File: src/rtl/rotation_matrix_gen.sv
// 3x3 fixed-point rotation matrix generator: single-axis Z/Y/X, or composite ZYX
// built from one shared rounding/saturating multiplier over 14 sequential steps.
module rotation_matrix_gen #(
    parameter int WIDTH = 16,
    parameter int FRAC  = 12
) (
    input  logic                    clk,
    input  logic                    rst,
    input  logic                    in_valid,
    output logic                    in_ready,
    input  logic [1:0]              mode,
    input  logic signed [WIDTH-1:0] cos1,
    input  logic signed [WIDTH-1:0] sin1,
    input  logic signed [WIDTH-1:0] cos2,
    input  logic signed [WIDTH-1:0] sin2,
    input  logic signed [WIDTH-1:0] cos3,
    input  logic signed [WIDTH-1:0] sin3,
    output logic signed [WIDTH-1:0] m11,
    output logic signed [WIDTH-1:0] m12,
    output logic signed [WIDTH-1:0] m13,
    output logic signed [WIDTH-1:0] m21,
    output logic signed [WIDTH-1:0] m22,
    output logic signed [WIDTH-1:0] m23,
    output logic signed [WIDTH-1:0] m31,
    output logic signed [WIDTH-1:0] m32,
    output logic signed [WIDTH-1:0] m33,
    output logic                    out_valid,
    input  logic                    out_ready
);

    typedef enum logic [1:0] {
        IDLE = 2'd0,
        CALC = 2'd1,
        DONE = 2'd2
    } state_t;

    localparam logic signed [WIDTH-1:0]   ZERO_V = {WIDTH{1'b0}};
    localparam logic signed [WIDTH-1:0]   ONE_V  = {{(WIDTH-1){1'b0}}, 1'b1} << FRAC;
    localparam logic signed [WIDTH-1:0]   MAX_V  = {1'b0, {(WIDTH-1){1'b1}}};
    localparam logic signed [WIDTH-1:0]   MIN_V  = {1'b1, {(WIDTH-1){1'b0}}};
    localparam logic signed [2*WIDTH-1:0] MAX_W  = {{(WIDTH+1){1'b0}}, {(WIDTH-1){1'b1}}};
    localparam logic signed [2*WIDTH-1:0] MIN_W  = {{(WIDTH+1){1'b1}}, {(WIDTH-1){1'b0}}};
    localparam logic signed [2*WIDTH-1:0] RND_W  = {{(2*WIDTH-1){1'b0}}, 1'b1} << (FRAC-1);

    // Clamp a WIDTH+1 bit sum back into WIDTH bits; the top two bits differ only on overflow.
    function automatic logic signed [WIDTH-1:0] sat_narrow(input logic signed [WIDTH:0] v);
        if (v[WIDTH] != v[WIDTH-1]) begin
            return v[WIDTH] ? MIN_V : MAX_V;
        end else begin
            return v[WIDTH-1:0];
        end
    endfunction

    function automatic logic signed [WIDTH-1:0] sat_add(input logic signed [WIDTH-1:0] a,
                                                        input logic signed [WIDTH-1:0] b);
        return sat_narrow({a[WIDTH-1], a} + {b[WIDTH-1], b});
    endfunction

    function automatic logic signed [WIDTH-1:0] sat_sub(input logic signed [WIDTH-1:0] a,
                                                        input logic signed [WIDTH-1:0] b);
        return sat_narrow({a[WIDTH-1], a} - {b[WIDTH-1], b});
    endfunction

    function automatic logic signed [WIDTH-1:0] sat_neg(input logic signed [WIDTH-1:0] a);
        return sat_narrow({(WIDTH+1){1'b0}} - {a[WIDTH-1], a});
    endfunction

    function automatic logic signed [WIDTH-1:0] mul_round(input logic signed [WIDTH-1:0] a,
                                                          input logic signed [WIDTH-1:0] b);
        logic signed [2*WIDTH-1:0] aw;
        logic signed [2*WIDTH-1:0] bw;
        logic signed [2*WIDTH-1:0] r;
        aw = {{WIDTH{a[WIDTH-1]}}, a};
        bw = {{WIDTH{b[WIDTH-1]}}, b};
        r  = ((aw * bw) + RND_W) >>> FRAC;
        if (r > MAX_W) begin
            return MAX_V;
        end else if (r < MIN_W) begin
            return MIN_V;
        end else begin
            return r[WIDTH-1:0];
        end
    endfunction

    state_t                  state_r;
    state_t                  state_nx_s;
    logic [3:0]              step_r;
    logic signed [WIDTH-1:0] c1_r, s1_r, c2_r, s2_r, c3_r, s3_r;
    logic signed [WIDTH-1:0] pa_r, pb_r, tmp_r;
    logic signed [WIDTH-1:0] mul_a_s, mul_b_s, prod_s;
    logic                    accept_s;

    assign in_ready  = (state_r == IDLE);
    assign out_valid = (state_r == DONE);
    assign accept_s  = in_valid && (state_r == IDLE);
    assign prod_s    = mul_round(mul_a_s, mul_b_s);

    // State register.
    always_ff @(posedge clk) begin
        if (rst) begin
            state_r <= IDLE;
        end else begin
            state_r <= state_nx_s;
        end
    end

    // Next-state logic: accept in IDLE, 14 product steps in CALC, hold DONE until taken.
    always_comb begin
        state_nx_s = state_r;
        case (state_r)
            IDLE: begin
                if (in_valid) begin
                    state_nx_s = (mode == 2'd3) ? CALC : DONE;
                end else begin
                    state_nx_s = IDLE;
                end
            end
            CALC: begin
                if (step_r == 4'd13) begin
                    state_nx_s = DONE;
                end else begin
                    state_nx_s = CALC;
                end
            end
            DONE: begin
                if (out_ready) begin
                    state_nx_s = IDLE;
                end else begin
                    state_nx_s = DONE;
                end
            end
            default: state_nx_s = IDLE;
        endcase
    end

    // Operand select for the shared multiplier; order fixes which step completes each element.
    always_comb begin
        mul_a_s = c1_r;
        mul_b_s = s2_r;
        case (step_r)
            4'd0:    begin mul_a_s = c1_r; mul_b_s = s2_r; end
            4'd1:    begin mul_a_s = s1_r; mul_b_s = s2_r; end
            4'd2:    begin mul_a_s = c1_r; mul_b_s = c2_r; end
            4'd3:    begin mul_a_s = pa_r; mul_b_s = s3_r; end
            4'd4:    begin mul_a_s = s1_r; mul_b_s = c3_r; end
            4'd5:    begin mul_a_s = pa_r; mul_b_s = c3_r; end
            4'd6:    begin mul_a_s = s1_r; mul_b_s = s3_r; end
            4'd7:    begin mul_a_s = s1_r; mul_b_s = c2_r; end
            4'd8:    begin mul_a_s = pb_r; mul_b_s = s3_r; end
            4'd9:    begin mul_a_s = c1_r; mul_b_s = c3_r; end
            4'd10:   begin mul_a_s = pb_r; mul_b_s = c3_r; end
            4'd11:   begin mul_a_s = c1_r; mul_b_s = s3_r; end
            4'd12:   begin mul_a_s = c2_r; mul_b_s = s3_r; end
            4'd13:   begin mul_a_s = c2_r; mul_b_s = c3_r; end
            default: begin mul_a_s = c1_r; mul_b_s = s2_r; end
        endcase
    end

    // Datapath: operand capture, single-axis load on accept, composite accumulation in CALC.
    always_ff @(posedge clk) begin
        if (rst) begin
            m11 <= ONE_V;  m12 <= ZERO_V; m13 <= ZERO_V;
            m21 <= ZERO_V; m22 <= ONE_V;  m23 <= ZERO_V;
            m31 <= ZERO_V; m32 <= ZERO_V; m33 <= ONE_V;
            c1_r <= ZERO_V; s1_r <= ZERO_V; c2_r <= ZERO_V;
            s2_r <= ZERO_V; c3_r <= ZERO_V; s3_r <= ZERO_V;
            pa_r <= ZERO_V; pb_r <= ZERO_V; tmp_r <= ZERO_V;
            step_r <= 4'd0;
        end else if (accept_s) begin
            c1_r <= cos1; s1_r <= sin1; c2_r <= cos2;
            s2_r <= sin2; c3_r <= cos3; s3_r <= sin3;
            step_r <= 4'd0;
            case (mode)
                2'd0: begin
                    m11 <= cos1;   m12 <= sat_neg(sin1); m13 <= ZERO_V;
                    m21 <= sin1;   m22 <= cos1;          m23 <= ZERO_V;
                    m31 <= ZERO_V; m32 <= ZERO_V;        m33 <= ONE_V;
                end
                2'd1: begin
                    m11 <= cos2;          m12 <= ZERO_V; m13 <= sin2;
                    m21 <= ZERO_V;        m22 <= ONE_V;  m23 <= ZERO_V;
                    m31 <= sat_neg(sin2); m32 <= ZERO_V; m33 <= cos2;
                end
                2'd2: begin
                    m11 <= ONE_V;  m12 <= ZERO_V; m13 <= ZERO_V;
                    m21 <= ZERO_V; m22 <= cos3;   m23 <= sat_neg(sin3);
                    m31 <= ZERO_V; m32 <= sin3;   m33 <= cos3;
                end
                default: begin
                end
            endcase
        end else if (state_r == CALC) begin
            step_r <= step_r + 4'd1;
            case (step_r)
                4'd0:  begin pa_r <= prod_s; m31 <= sat_neg(s2_r); end
                4'd1:  pb_r  <= prod_s;
                4'd2:  m11   <= prod_s;
                4'd3:  tmp_r <= prod_s;
                4'd4:  m12   <= sat_sub(tmp_r, prod_s);
                4'd5:  tmp_r <= prod_s;
                4'd6:  m13   <= sat_add(tmp_r, prod_s);
                4'd7:  m21   <= prod_s;
                4'd8:  tmp_r <= prod_s;
                4'd9:  m22   <= sat_add(tmp_r, prod_s);
                4'd10: tmp_r <= prod_s;
                4'd11: m23   <= sat_sub(tmp_r, prod_s);
                4'd12: m32   <= prod_s;
                4'd13: m33   <= prod_s;
                default: begin
                end
            endcase
        end else begin
            step_r <= step_r;
        end
    end

endmodule

File: config.mk
export PLATFORM = sky130hd
export DESIGN_NAME = rotation_matrix_gen
export DESIGN_NICKNAME = d
export VERILOG_FILES = /design/src/rtl/rotation_matrix_gen.sv
export SDC_FILE = /design/constraint.sdc
export NUM_CORES = 2
export LEC_CHECK = 0
export ABC_AREA = 1
export CAP_MARGIN = 30
export CORE_ASPECT_RATIO = 0.9
export CORE_UTILIZATION = 39
export DETAILED_ROUTE_END_ITERATION = 6
export PLACE_DENSITY = 0.61
export SYNTH_ARGS = -nofsm -noshare
export SYNTH_HDL_FRONTEND = slang
export SYNTH_SLANG_ARGS = --single-unit
File: constraint.sdc
create_clock -name clk -period 9.9 [get_ports clk]
set_input_delay 1.485 -clock clk [delete_from_list [all_inputs] [get_ports clk]]
set_output_delay 1.485 -clock clk [all_outputs]
set_load 0.05 [all_outputs]
==> flow_metrics.env <==
export IMPL_min_period_over_period=1.03
export IMPL_outcome="finished, violations left"
export IMPL_post_synth_top_area_share=0.226
export IMPL_insertion_delay_to_the_later_sink_of_the_worst_skew_pair_ns=0.56
export IMPL_max_cap_violations=0
export IMPL_gp_routability_congestion=1.00
export IMPL_nets=4703
export IMPL_critPathSlowestCell="fa_2"
export IMPL_seq_area_frac_synth=0.226
export IMPL_routed_via_count=27100
export IMPL_design_area_um2=36100
export IMPL_yosys_cell_types_count=58
export IMPL_arrival_ns=10.63
export IMPL_cts_root_to_sink_buffers=3
export IMPL_commonest_cells_after_routing_fill_and_taps_aside="inv_1 (597), nand2_1 (504), buf_4 (432), nor2_1 (359), dfxtp_1 (292)"
export IMPL_cts_root_buf="clkbuf_16"
export IMPL_worstSetupPathType="flip-flop to flip-flop"
export IMPL_dpl_cell_area_um2=32400
export IMPL_die_width_um=274
export IMPL_detailedPlace_worstSlack_ns=-1.10
export IMPL_endpoint_kind="flip-flop"
export IMPL_timing_clock_skew_ns=0.0258
export IMPL_synth_area_top_cells="dfxtp_1 (23%), fa_1 (20%), inv_1 (9.4%), nand2_1 (7.9%), ha_1 (6.0%)"
export IMPL_post_layout_total_power_mw=7.85
export IMPL_die_area_um2=67800
export IMPL_top_level_ports=248
export IMPL_wirelength_mm=106
export IMPL_cts_reportedPaths_clkPinSlew_ns=0.06
export IMPL_first_iter_violations=2453
export IMPL_clock_tree_htree_level_count=2
export IMPL_rsz0062_at_grt="yes"
export IMPL_tritoncts="done"
export IMPL_grt_total_usage=0.306
export IMPL_setup_violations=30
export IMPL_synth_top_flop_cell="dfxtp_1"
export IMPL_detail_route_drc_violations=0
export IMPL_p_leak_nw=17.0
export IMPL_number_of_antenna_violations_at_the_first_check_in_global_routing=0
export IMPL_synth_seq_cells=294
export IMPL_hold_class="flip-flop to flip-flop"
export IMPL_worst_setup_path_start="step_r[1]$_SDFFE_PP0P_"
export IMPL_timing_worst_slew_pin_value_ns=0.984
export IMPL_slew_headroom=0.344
export IMPL_critPathMaxFanout=7
export IMPL_drtPass1Iterations=6
export IMPL_leading_cell_type_in_the_layout_fill_and_taps_excluded="inv_1"
export IMPL_post_synth_top_area_cell="dfxtp_1"
export IMPL_postSynthCellCount=3589
export IMPL_critPathRequiredTime_ns=10.33
export IMPL_failed_checks="negative setup slack"
export IMPL_finalHoldViolations=0
export IMPL_worst_setup_path_endpoint="m22[4]$_SDFFE_PP0P_"
export IMPL_grt_start_max_net_pins=115
export IMPL_layout_drive_gt1_share=0.225
export IMPL_synthesis_yosys_warnings=0
export IMPL_ff2ff_path_depth=63
export IMPL_critical_path_top_cell_by_count="buf_4"
export IMPL_worst_r2r_start="step_r[1]$_SDFFE_PP0P_"
export IMPL_edff_count_synth=0
export IMPL_fmaxAchievable_mhz=98.1
export IMPL_design_core_area_um2=65800
export IMPL_placed_cells_incl_taps=4950
export IMPL_post_synth_cell_area_avg_um2=7.26
export IMPL_syn2layout_area_growth_pct=38.8
export IMPL_port_buffers=247
export IMPL_floorplan_initialDensity=0.396
export IMPL_first_global_vias=26200
export IMPL_critPathLaunchType="flip-flop"
export IMPL_grt_overflow_total=0
export IMPL_mappedNetlistNets=4079
export IMPL_route_detailed_wl_per_inst_um=20.8
export IMPL_synth_area_um2=26000
export IMPL_detail_route_antenna_nets=0
export IMPL_detail_route_vias_per_cell=5.32
export IMPL_wire_length_of_the_first_global_routing_pass_mm=157
export IMPL_tritoncts_num_sinks=294
export IMPL_floorplan_die_height_um=247
export IMPL_layoutNonFillerInstCount=5100
export IMPL_power_density_cell_area_nw_per_um2=217
export IMPL_crit_path_time_final_ns=10.20
export IMPL_timing_rr_end="m22[4]$_SDFFE_PP0P_"
export IMPL_ff2ff_setup_slack_ns=-0.30
export IMPL_final_setup_worst_slack_ns=-0.297
export IMPL_final_antenna_diode_count=0
export IMPL_finalMaxSlewViolations=0
export IMPL_max_stage_delay_ns=0.54
export IMPL_ys_async_sr_fraction=0
export IMPL_dp_final_hpwl_mm=82.4
export IMPL_cts_buffers_inserted=35
export IMPL_ir_worst_vdd_v=0.000180
export IMPL_row_count=89
export IMPL_cts_hold_buf=0
==> per-stage QoR <==
step,hold slack (ns),utilization,setup TNS [ns]
floorplan,0.430,-,-0.183
global placement,0.447,0.491,-34.00
detailed placement,0.451,0.492,-36.48
CTS,0.459,0.537,-1.27
global route,0.496,0.549,-21.90
finish,0.474,0.549,-6.47
==> layer usage <==
metal,wire length [µm],track usage
met3,10100,0.0583
met1,44800,0.417
met2,46400,0.474
met4,4570,0.125
met5,0,0
==> report_power, final <==
part / switching (mW) / internal, mW / total (mW)
Combinational: 3.19 / 1.98 / 5.18
Sequential: 0.0851 / 1.30 / 1.39
Clock: 0.567 / 0.726 / 1.29
Total: 3.84 / 4.01 / 7.85
==> critical path, delay by kind of cell, from the launching register on <==
kind,cells,cell delay (ns)
AOI/OAI and AO/OA,9,1.29
adders and majority gates,9,3.63
buffers and inverters,30,3.22
DFF,1,0.40
and+or+nand+nor,15,1.54
==> how the worst min path moves through the flow <==
| stage | startpoint | end | cells after the start |
|---|---|---|---|
| floorplan | c1_r[0]$_SDFFE_PP0P_ | c1_r[0]$_SDFFE_PP0P_ | 2 |
| global placement | c1_r[1]$_SDFFE_PP0P_ | c1_r[1]$_SDFFE_PP0P_ | 2 |
| detailed placement | c1_r[1]$_SDFFE_PP0P_ | c1_r[1]$_SDFFE_PP0P_ | 2 |
| CTS | c1_r[1]$_SDFFE_PP0P_ | c1_r[1]$_SDFFE_PP0P_ | 2 |
| global route | c1_r[1]$_SDFFE_PP0P_ | c1_r[1]$_SDFFE_PP0P_ | 2 |
| finish | c1_r[1]$_SDFFE_PP0P_ | c1_r[1]$_SDFFE_PP0P_ | 2 |
==> synthesized netlist by cell type, types with 17 or more instances <==
library cell / number
nor2_1: 404
nand4_1: 17
nand2_1: 550
a31oi_1: 42
fa_1: 264
nand3_1: 161
clkbuf_1: 149
o21a_1: 31
inv_1: 652
nor3_1: 33
ha_1: 124
nand2_2: 24
o211ai_1: 34
o22ai_1: 24
dfxtp_1: 294
a21oi_1: 264
o21ai_0: 288
xnor2_1: 18
xor2_1: 52
==> logic make-up (layout without fill, tap and decap cells) <==
kind of cell / after synthesis / after routing / synth area share
AND/OR/NAND/NOR: 1240 / 1241 / 0.201
buffers and inverters: 833 / 1479 / 0.122
AO/OA/AOI/OAI: 764 / 764 / 0.165
adder cells (fa/ha/maj): 388 / 388 / 0.262
flip-flops: 294 / 294 / 0.226
XOR/XNOR: 70 / 70 / 0.0235
==> final cells by class <==
cell class | count | area [µm²]
tap | 864 | 1080
timing repair buffer | 749 | 6760
clock buffer | 48 | 975
inverter | 670 | 2580
fill | 6155 | 29700
sequential | 294 | 5890
multi-input combinational | 2463 | 18700
clock inverter | 12 | 139
==> repair_timing <==
action,4_1_cts,5_1_grt
buffers inserted,64,29
pin swaps,82,95
gates resized for setup,326,163
cloned,5,0
endpoints found under the setup margin,64,64
No activity file was read; power rests on OpenSTA's default activity.
